--- config.mk ---
export PLATFORM = sky130hd
export DESIGN_NAME = pipeline_hazard_ctrl_flat
export DESIGN_NICKNAME = d
export VERILOG_FILES = /design/src/rtl/pipeline_hazard_ctrl_pkg.sv /design/src/rtl/pipeline_hazard_ctrl_if.sv /design/src/rtl/pipeline_hazard_ctrl_hazard_detect.sv /design/src/rtl/pipeline_hazard_ctrl.sv /design/src/flat_wrapper.sv
export SDC_FILE = /design/constraint.sdc
export NUM_CORES = 1
export LEC_CHECK = 0
export CAP_MARGIN = 5
export CORE_MARGIN = 1
export CORE_UTILIZATION = 24
export CTS_BUF_LIST = sky130_fd_sc_hd__clkbuf_8
export DETAILED_ROUTE_END_ITERATION = 8
export SLEW_MARGIN = 10
export SYNTH_ARGS = -nofsm -noshare
export SYNTH_HDL_FRONTEND = slang
export SYNTH_SLANG_ARGS = --single-unit
--- constraint.sdc ---
create_clock -name clock -period 1.89 [get_ports clock]
set_input_delay 0.189 -clock clock [delete_from_list [all_inputs] [get_ports clock]]
set_output_delay 0.189 -clock clock [all_outputs]
set_load 0.05 [all_outputs]
--- src/rtl/pipeline_hazard_ctrl_pkg.sv ---
// Shared types for the pipeline stall/flush sequencer: FSM encoding, register
// index constants and the packed bundle of per-register hold/flush controls.
package pipeline_hazard_ctrl_pkg;

    localparam int unsigned REG_W   = 5;
    localparam int unsigned STATE_W = 2;

    localparam logic [REG_W-1:0] REG_ZERO = 5'd0;

    typedef enum logic [STATE_W-1:0] {
        ST_RUN      = 2'd0,
        ST_DIV_WAIT = 2'd1,
        ST_IO_WAIT  = 2'd2
    } ctrl_state_e;

    typedef struct packed {
        logic pc_hold;
        logic if_id_hold;
        logic id_ex_hold;
        logic ex_mem_hold;
        logic mem_wb_hold;
        logic if_id_flush;
        logic id_ex_flush;
        logic ex_mem_flush;
        logic pc_sel_redirect;
        logic div_abort;
    } ctrl_out_t;

endpackage

--- src/rtl/pipeline_hazard_ctrl_if.sv ---
// Hazard inputs from the pipeline and hold/flush/redirect controls back to it.
interface pipeline_hazard_ctrl_if;
    import pipeline_hazard_ctrl_pkg::*;

    logic [REG_W-1:0]   ID_Rs;
    logic [REG_W-1:0]   ID_Rt;
    logic               ID_Uses_Rt;
    logic               ID_EX_MemIOtoReg;
    logic               ID_EX_RegWrite;
    logic [REG_W-1:0]   ID_EX_Waddr;
    logic               EX_Div_Start;
    logic               EX_Div_Done;
    logic               MEM_IO_Access;
    logic               MEM_Redirect;

    logic               PC_Hold;
    logic               IF_ID_Hold;
    logic               ID_EX_Hold;
    logic               EX_MEM_Hold;
    logic               MEM_WB_Hold;
    logic               IF_ID_Flush;
    logic               ID_EX_Flush;
    logic               EX_MEM_Flush;
    logic               PC_Sel_Redirect;
    logic               Div_Abort;
    logic [STATE_W-1:0] Ctrl_State;

    // Pipeline side
    modport master (
        output ID_Rs, ID_Rt, ID_Uses_Rt, ID_EX_MemIOtoReg, ID_EX_RegWrite, ID_EX_Waddr,
               EX_Div_Start, EX_Div_Done, MEM_IO_Access, MEM_Redirect,
        input  PC_Hold, IF_ID_Hold, ID_EX_Hold, EX_MEM_Hold, MEM_WB_Hold,
               IF_ID_Flush, ID_EX_Flush, EX_MEM_Flush, PC_Sel_Redirect, Div_Abort, Ctrl_State
    );

    // Hazard controller side
    modport slave (
        input  ID_Rs, ID_Rt, ID_Uses_Rt, ID_EX_MemIOtoReg, ID_EX_RegWrite, ID_EX_Waddr,
               EX_Div_Start, EX_Div_Done, MEM_IO_Access, MEM_Redirect,
        output PC_Hold, IF_ID_Hold, ID_EX_Hold, EX_MEM_Hold, MEM_WB_Hold,
               IF_ID_Flush, ID_EX_Flush, EX_MEM_Flush, PC_Sel_Redirect, Div_Abort, Ctrl_State
    );

endinterface

--- src/rtl/pipeline_hazard_ctrl_hazard_detect.sv ---
// Load-use compare: a load in EX whose destination is a source of the ID instruction.
module pipeline_hazard_ctrl_hazard_detect
    import pipeline_hazard_ctrl_pkg::*;
(
    input  logic [REG_W-1:0] id_rs,
    input  logic [REG_W-1:0] id_rt,
    input  logic             id_uses_rt,
    input  logic             ex_load,
    input  logic             ex_reg_write,
    input  logic [REG_W-1:0] ex_waddr,
    output logic             load_use_c
);

    logic rs_match_c;
    logic rt_match_c;

    assign rs_match_c = (ex_waddr == id_rs);
    assign rt_match_c = id_uses_rt && (ex_waddr == id_rt);

    // $0 is never a real dependency
    assign load_use_c = ex_load && ex_reg_write && (ex_waddr != REG_ZERO)
                        && (rs_match_c || rt_match_c);

endmodule

--- src/rtl/pipeline_hazard_ctrl.sv ---
// Stall/flush sequencer for the 5-stage pipeline: redirect flush, IO wait states,
// divide wait and load-use interlock, decided combinationally each cycle.
module pipeline_hazard_ctrl
    import pipeline_hazard_ctrl_pkg::*;
#(
    parameter int unsigned IO_WAIT = 2,
    parameter int unsigned CNT_W   = 4
)
(
    input  logic                 clock,
    input  logic                 reset,
    pipeline_hazard_ctrl_if.slave hz
);

    localparam logic [CNT_W-1:0] CNT_LOAD = CNT_W'(IO_WAIT);
    localparam logic [CNT_W-1:0] CNT_ONE  = CNT_W'(1);
    localparam logic             IO_EN    = (IO_WAIT != 0);

    ctrl_state_e      state;
    ctrl_state_e      state_nxt;
    logic [CNT_W-1:0] cnt;
    logic [CNT_W-1:0] cnt_nxt;
    logic             div_pend;
    logic             div_pend_nxt;
    logic             done_seen;
    logic             done_seen_nxt;
    logic             load_use_c;
    logic             div_new_c;
    ctrl_out_t        out_c;

    pipeline_hazard_ctrl_hazard_detect u_hazard_detect (
        .id_rs        (hz.ID_Rs),
        .id_rt        (hz.ID_Rt),
        .id_uses_rt   (hz.ID_Uses_Rt),
        .ex_load      (hz.ID_EX_MemIOtoReg),
        .ex_reg_write (hz.ID_EX_RegWrite),
        .ex_waddr     (hz.ID_EX_Waddr),
        .load_use_c   (load_use_c)
    );

    // A divide that finishes in its issue cycle never needs a wait
    assign div_new_c = hz.EX_Div_Start && !hz.EX_Div_Done;

    always_ff @(posedge clock) begin
        if (reset) begin
            state     <= ST_RUN;
            cnt       <= '0;
            div_pend  <= 1'b0;
            done_seen <= 1'b0;
        end else begin
            state     <= state_nxt;
            cnt       <= cnt_nxt;
            div_pend  <= div_pend_nxt;
            done_seen <= done_seen_nxt;
        end
    end

    always_comb begin
        state_nxt     = state;
        cnt_nxt       = cnt;
        div_pend_nxt  = div_pend;
        done_seen_nxt = done_seen;
        out_c         = '0;

        if (reset) begin
            out_c.if_id_flush  = 1'b1;
            out_c.id_ex_flush  = 1'b1;
            out_c.ex_mem_flush = 1'b1;
            out_c.div_abort    = 1'b1;
        end else if (hz.MEM_Redirect) begin
            // Everything younger than MEM is wrong-path, including a divide held behind IO
            out_c.pc_sel_redirect = 1'b1;
            out_c.if_id_flush     = 1'b1;
            out_c.id_ex_flush     = 1'b1;
            out_c.ex_mem_flush    = 1'b1;
            out_c.div_abort       = (state == ST_DIV_WAIT) || hz.EX_Div_Start
                                    || ((state == ST_IO_WAIT) && div_pend);
            state_nxt     = ST_RUN;
            cnt_nxt       = '0;
            div_pend_nxt  = 1'b0;
            done_seen_nxt = 1'b0;
        end else begin
            case (state)
                ST_IO_WAIT: begin
                    if (hz.EX_Div_Done) begin
                        done_seen_nxt = 1'b1;
                    end
                    if (cnt > CNT_ONE) begin
                        out_c.pc_hold     = 1'b1;
                        out_c.if_id_hold  = 1'b1;
                        out_c.id_ex_hold  = 1'b1;
                        out_c.ex_mem_hold = 1'b1;
                        out_c.mem_wb_hold = 1'b1;
                        cnt_nxt           = cnt - CNT_ONE;
                    end else begin
                        cnt_nxt       = '0;
                        div_pend_nxt  = 1'b0;
                        done_seen_nxt = 1'b0;
                        if (div_pend && !(done_seen || hz.EX_Div_Done)) begin
                            out_c.pc_hold     = 1'b1;
                            out_c.if_id_hold  = 1'b1;
                            out_c.id_ex_hold  = 1'b1;
                            out_c.ex_mem_hold = 1'b1;
                            state_nxt         = ST_DIV_WAIT;
                        end else begin
                            // Pipeline advances this cycle, so a pending load-use must still stall
                            state_nxt = ST_RUN;
                            if (load_use_c) begin
                                out_c.pc_hold     = 1'b1;
                                out_c.if_id_hold  = 1'b1;
                                out_c.id_ex_flush = 1'b1;
                            end
                        end
                    end
                end

                ST_DIV_WAIT: begin
                    if (hz.EX_Div_Done) begin
                        state_nxt = ST_RUN;
                    end else begin
                        out_c.pc_hold     = 1'b1;
                        out_c.if_id_hold  = 1'b1;
                        out_c.id_ex_hold  = 1'b1;
                        out_c.ex_mem_hold = 1'b1;
                    end
                end

                default: begin
                    if (hz.MEM_IO_Access && IO_EN) begin
                        out_c.pc_hold     = 1'b1;
                        out_c.if_id_hold  = 1'b1;
                        out_c.id_ex_hold  = 1'b1;
                        out_c.ex_mem_hold = 1'b1;
                        out_c.mem_wb_hold = 1'b1;
                        state_nxt         = ST_IO_WAIT;
                        cnt_nxt           = CNT_LOAD;
                        div_pend_nxt      = div_new_c;
                        done_seen_nxt     = 1'b0;
                    end else if (div_new_c) begin
                        out_c.pc_hold     = 1'b1;
                        out_c.if_id_hold  = 1'b1;
                        out_c.id_ex_hold  = 1'b1;
                        out_c.ex_mem_hold = 1'b1;
                        state_nxt         = ST_DIV_WAIT;
                    end else if (load_use_c) begin
                        out_c.pc_hold     = 1'b1;
                        out_c.if_id_hold  = 1'b1;
                        out_c.id_ex_flush = 1'b1;
                    end
                end
            endcase
        end
    end

    assign hz.PC_Hold         = out_c.pc_hold;
    assign hz.IF_ID_Hold      = out_c.if_id_hold;
    assign hz.ID_EX_Hold      = out_c.id_ex_hold;
    assign hz.EX_MEM_Hold     = out_c.ex_mem_hold;
    assign hz.MEM_WB_Hold     = out_c.mem_wb_hold;
    assign hz.IF_ID_Flush     = out_c.if_id_flush;
    assign hz.ID_EX_Flush     = out_c.id_ex_flush;
    assign hz.EX_MEM_Flush    = out_c.ex_mem_flush;
    assign hz.PC_Sel_Redirect = out_c.pc_sel_redirect;
    assign hz.Div_Abort       = out_c.div_abort;
    // Unused encoding reads back as RUN
    assign hz.Ctrl_State      = ((state == ST_DIV_WAIT) || (state == ST_IO_WAIT)) ? state : ST_RUN;

endmodule
--- src/flat_wrapper.sv ---
// flat-port wrapper written by rule: the top's interface ports become plain ports
module pipeline_hazard_ctrl_flat import pipeline_hazard_ctrl_pkg::*;
#(
    parameter int unsigned IO_WAIT = 2,
    parameter int unsigned CNT_W   = 4
)
  (clock, reset, hz_ID_Rs, hz_ID_Rt, hz_ID_Uses_Rt, hz_ID_EX_MemIOtoReg, hz_ID_EX_RegWrite, hz_ID_EX_Waddr, hz_EX_Div_Start, hz_EX_Div_Done, hz_MEM_IO_Access, hz_MEM_Redirect, hz_PC_Hold, hz_IF_ID_Hold, hz_ID_EX_Hold, hz_EX_MEM_Hold, hz_MEM_WB_Hold, hz_IF_ID_Flush, hz_ID_EX_Flush, hz_EX_MEM_Flush, hz_PC_Sel_Redirect, hz_Div_Abort, hz_Ctrl_State);
  pipeline_hazard_ctrl_if hz_i ();
  input  logic clock;
  input  logic reset;
  input wire logic [$bits(hz_i.ID_Rs)-1:0] hz_ID_Rs;
  input wire logic [$bits(hz_i.ID_Rt)-1:0] hz_ID_Rt;
  input wire logic [$bits(hz_i.ID_Uses_Rt)-1:0] hz_ID_Uses_Rt;
  input wire logic [$bits(hz_i.ID_EX_MemIOtoReg)-1:0] hz_ID_EX_MemIOtoReg;
  input wire logic [$bits(hz_i.ID_EX_RegWrite)-1:0] hz_ID_EX_RegWrite;
  input wire logic [$bits(hz_i.ID_EX_Waddr)-1:0] hz_ID_EX_Waddr;
  input wire logic [$bits(hz_i.EX_Div_Start)-1:0] hz_EX_Div_Start;
  input wire logic [$bits(hz_i.EX_Div_Done)-1:0] hz_EX_Div_Done;
  input wire logic [$bits(hz_i.MEM_IO_Access)-1:0] hz_MEM_IO_Access;
  input wire logic [$bits(hz_i.MEM_Redirect)-1:0] hz_MEM_Redirect;
  output wire logic [$bits(hz_i.PC_Hold)-1:0] hz_PC_Hold;
  output wire logic [$bits(hz_i.IF_ID_Hold)-1:0] hz_IF_ID_Hold;
  output wire logic [$bits(hz_i.ID_EX_Hold)-1:0] hz_ID_EX_Hold;
  output wire logic [$bits(hz_i.EX_MEM_Hold)-1:0] hz_EX_MEM_Hold;
  output wire logic [$bits(hz_i.MEM_WB_Hold)-1:0] hz_MEM_WB_Hold;
  output wire logic [$bits(hz_i.IF_ID_Flush)-1:0] hz_IF_ID_Flush;
  output wire logic [$bits(hz_i.ID_EX_Flush)-1:0] hz_ID_EX_Flush;
  output wire logic [$bits(hz_i.EX_MEM_Flush)-1:0] hz_EX_MEM_Flush;
  output wire logic [$bits(hz_i.PC_Sel_Redirect)-1:0] hz_PC_Sel_Redirect;
  output wire logic [$bits(hz_i.Div_Abort)-1:0] hz_Div_Abort;
  output wire logic [$bits(hz_i.Ctrl_State)-1:0] hz_Ctrl_State;
  assign hz_i.ID_Rs = hz_ID_Rs;
  assign hz_i.ID_Rt = hz_ID_Rt;
  assign hz_i.ID_Uses_Rt = hz_ID_Uses_Rt;
  assign hz_i.ID_EX_MemIOtoReg = hz_ID_EX_MemIOtoReg;
  assign hz_i.ID_EX_RegWrite = hz_ID_EX_RegWrite;
  assign hz_i.ID_EX_Waddr = hz_ID_EX_Waddr;
  assign hz_i.EX_Div_Start = hz_EX_Div_Start;
  assign hz_i.EX_Div_Done = hz_EX_Div_Done;
  assign hz_i.MEM_IO_Access = hz_MEM_IO_Access;
  assign hz_i.MEM_Redirect = hz_MEM_Redirect;
  assign hz_PC_Hold = hz_i.PC_Hold;
  assign hz_IF_ID_Hold = hz_i.IF_ID_Hold;
  assign hz_ID_EX_Hold = hz_i.ID_EX_Hold;
  assign hz_EX_MEM_Hold = hz_i.EX_MEM_Hold;
  assign hz_MEM_WB_Hold = hz_i.MEM_WB_Hold;
  assign hz_IF_ID_Flush = hz_i.IF_ID_Flush;
  assign hz_ID_EX_Flush = hz_i.ID_EX_Flush;
  assign hz_EX_MEM_Flush = hz_i.EX_MEM_Flush;
  assign hz_PC_Sel_Redirect = hz_i.PC_Sel_Redirect;
  assign hz_Div_Abort = hz_i.Div_Abort;
  assign hz_Ctrl_State = hz_i.Ctrl_State;
  pipeline_hazard_ctrl #(.IO_WAIT(IO_WAIT), .CNT_W(CNT_W)) u_core (.clock(clock), .reset(reset), .hz(hz_i));
endmodule
==> impl_metrics.yaml <==
status:
  outcome: "finished with violations"
  violations: "negative setup slack"
setup_path:
  regToRegStartpoint: "u_core.cnt[1]"
  path_class: "flip-flop to output port"
  crit_start: "u_core.state[0]"
  cp_max_fo: 3
  cp.required_ns: 1.70
  cp-start-kind: "flip-flop"
  end_kind: "output port"
  cp.arrival_ns: 1.85
timing:
  grt_setup_unrepaired: "true"
  fmax_mhz: 491.2
  final-hold-violation-count: 0
  fin_crit_ns: 2.036
  finClkSkew_ns: 0.002254
  finalWorstSetupSlack_ns: -0.1458
  slew_headroom_pct: 63.52
  post-route-period-util_pct: 107.7
  finalMaxSlewViolations: 0
  setup_viol: 6
  worst_pin_slew_ns: 0.5421
  whs_ns: 0.4837
floorplanning:
  die_w_um: 56.61
  coreArea_um2: 2781
  io-pin-count: 36
  fp.dieH_um: 56.61
  row_count: 19
  dieArea_um2: 3204
  start_util_pct: 25.73
synthesis:
  yosysMostFrequentCell: "xor2_1"
  yosys-top-cells-area: "dfxtp_1 (22%), xor2_1 (12%), ha_1 (7.0%), nor2_1 (4.7%), o31a_1 (3.7%)"
  synth_top_area_cell: "dfxtp_1"
  ys_top_cells_by_count: "xor2_1 (10), nor2_1 (9), dfxtp_1 (8), inv_1 (6), a21oi_1 (5)"
  ys_types: 33
  syn-cell-area_um2: 715.7
  ys_seq_area_share_pct: 22.38
  syn_nets: 116
  netlist_instances: 88
  synth-seq-cells: 8
  synthArstFlopShare_pct: 0
  synth_area_per_cell_um2: 8.133
  yosys_warnings: 0
  synth_flop_cell: "dfxtp_1"
  synth_top_area_share_pct: 22.38
  synth_edf_count: 0
cells_and_area:
  final_util_pct: 52.50
  final_nets: 176
  layout-drive-gt1-share_pct: 41.78
  area_delta_synth_final_pct: 104.0
  num_antenna_cells: 0
routing:
  route.detailed.drc: 0
  route.vias.total: 858
  wl_met2_um: 1027
  wl_met3_um: 164
  drt_iter0_markers: 10
  viasPerCell: 4.847
  routed_wl_um: 2055
  post_drt_wl_per_cell_um: 11.61
  dr.pass1.iters: 4
  wl_met1_um: 863
  detail-route-antenna-nets: 0
  top_layer_used: "met3"
clocking:
  htree_num_levels: 1
  cts_made_buffers: 3
  cts_buffer_depth: 2
  worstSkewPairLatency_ns: 0.23
  cts_root_buf: "clkbuf_8"
  path_clk_slew_ns: 0.04
  cts_tree: "built"
  clock_sinks: 8
min_path:
  hp-start: "hz_EX_Div_Done"
  min_path_type: "primary input to flip-flop"
global_route:
  antenna_found_initial: 0
  grt_pass1_wl_um: 3546
  grt_use_total_pct: 13.81
  grt_max_degree: 10
  grt_pass1_vias: 856
  overflow: 0
placement:
  io_buffers: 35
  place_hpwl_um: 1749
  gp_congestion: 0.8527
  dp_slack_ns: -0.2096
flow_run:
  drv_cap: 0
pwr:
  power.leakage_nw: 0.5993
  powerDensity_nw_per_um2: 512.2
  vdd_drop_max_mv: 0.3758
state kept, by name (all words and copies together) (netlist names):
register          count
u_core.div_pend       1
u_core.done_seen      1
u_core.state          2
u_core.cnt            4
through the flow:
stage               cell area [µm²]  TNS, ns  total power, W  std cells
floorplan                     792.0  -0.2876       0.0003757         88
global placement               1315  -0.9409       0.0005122        171
detailed placement             1315  -0.9373       0.0005159        171
CTS                            1409  -0.9243       0.0007394        174
global route                   1460  -0.9242       0.0007825        177
finish                         1460  -0.6069       0.0007479        177
critical path, cell delays in order, from the launching register on:
cell and delay (ns):
dfxtp_2 0.31, buf_6 0.11, ha_4 0.15, and2b_2 0.21, or2_4 0.25, o211a_4 0.25
o21bai_4 0.17, buf_6 0.16
repair_timing:
item                       4_1_cts  5_1_grt
setup endpoints to repair        6        6
hold endpoints to repair         0        0
setup buffers                    0        3
hold buffers                     0        0
pin swaps                        3        6
gates resized for setup         17        6
metal layers:
metal | GRT usage (%) | vias to the layer above
met1 | 16.13 | 381
li1 | - | 439
met5 | 0 | -
met4 | 5.226 | 0
met3 | 3.456 | 0
met2 | 24.03 | 38
logic make-up (layout without fill, tap and decap cells):
| logic type | count (synthesis) | in the layout | share of synthesized area [%] |
|---|---|---|---|
| buffers and inverters | 10 | 68 | 6.992 |
| flip-flops | 8 | 8 | 22.38 |
| AND/OR/NAND/NOR | 28 | 28 | 21.68 |
| adder cells (fa/ha/maj) | 4 | 4 | 6.993 |
| AO/OA/AOI/OAI | 25 | 25 | 26.05 |
| XOR/XNOR | 13 | 13 | 15.91 |
area by class of cell:
cell class | instances | area [µm²]
flip-flops and latches | 8 | 167.7
clock buffers | 3 | 41.29
repair buffers | 59 | 559.3
well taps | 31 | 38.79
multi-input cells | 70 | 628.1
inverters | 6 | 25.02
fillers | 250 | 1321
report_power, final:
group	internal [W]	switching (W)	total, W
Combinational	0.000183	0.000171	0.000354
Sequential	0.000177	0.00000790	0.000185
Clock	0.000138	0.0000701	0.000208
Total	0.000499	0.000249	0.000748
placed cells by master (no fill, tap or decap), types with 3 or more instances in the layout:
cell type and count:
a21oi_1 4, o31a_1 3, dfxtp_1 4, buf_12 3, ha_4 4, nor2_1 8
xor2_1 10, clkdlybuf4s50_1 22, buf_4 27, inv_1 3, dfxtp_2 3, buf_6 6
xnor2_1 3, or4_1 3, o21ai_0 3, clkbuf_8 3, nand2_1 3
path summary, 6_finish.rpt:
check	to	slack, ns	depth (start not counted)
max	hz_IF_ID_Hold	-0.15	7
min	u_core.done_seen	0.48	4
max reg2reg	u_core.state[0]	0.12	7
min reg2reg	u_core.state[1]	0.50	2
(Power assumes the default switching activity.)
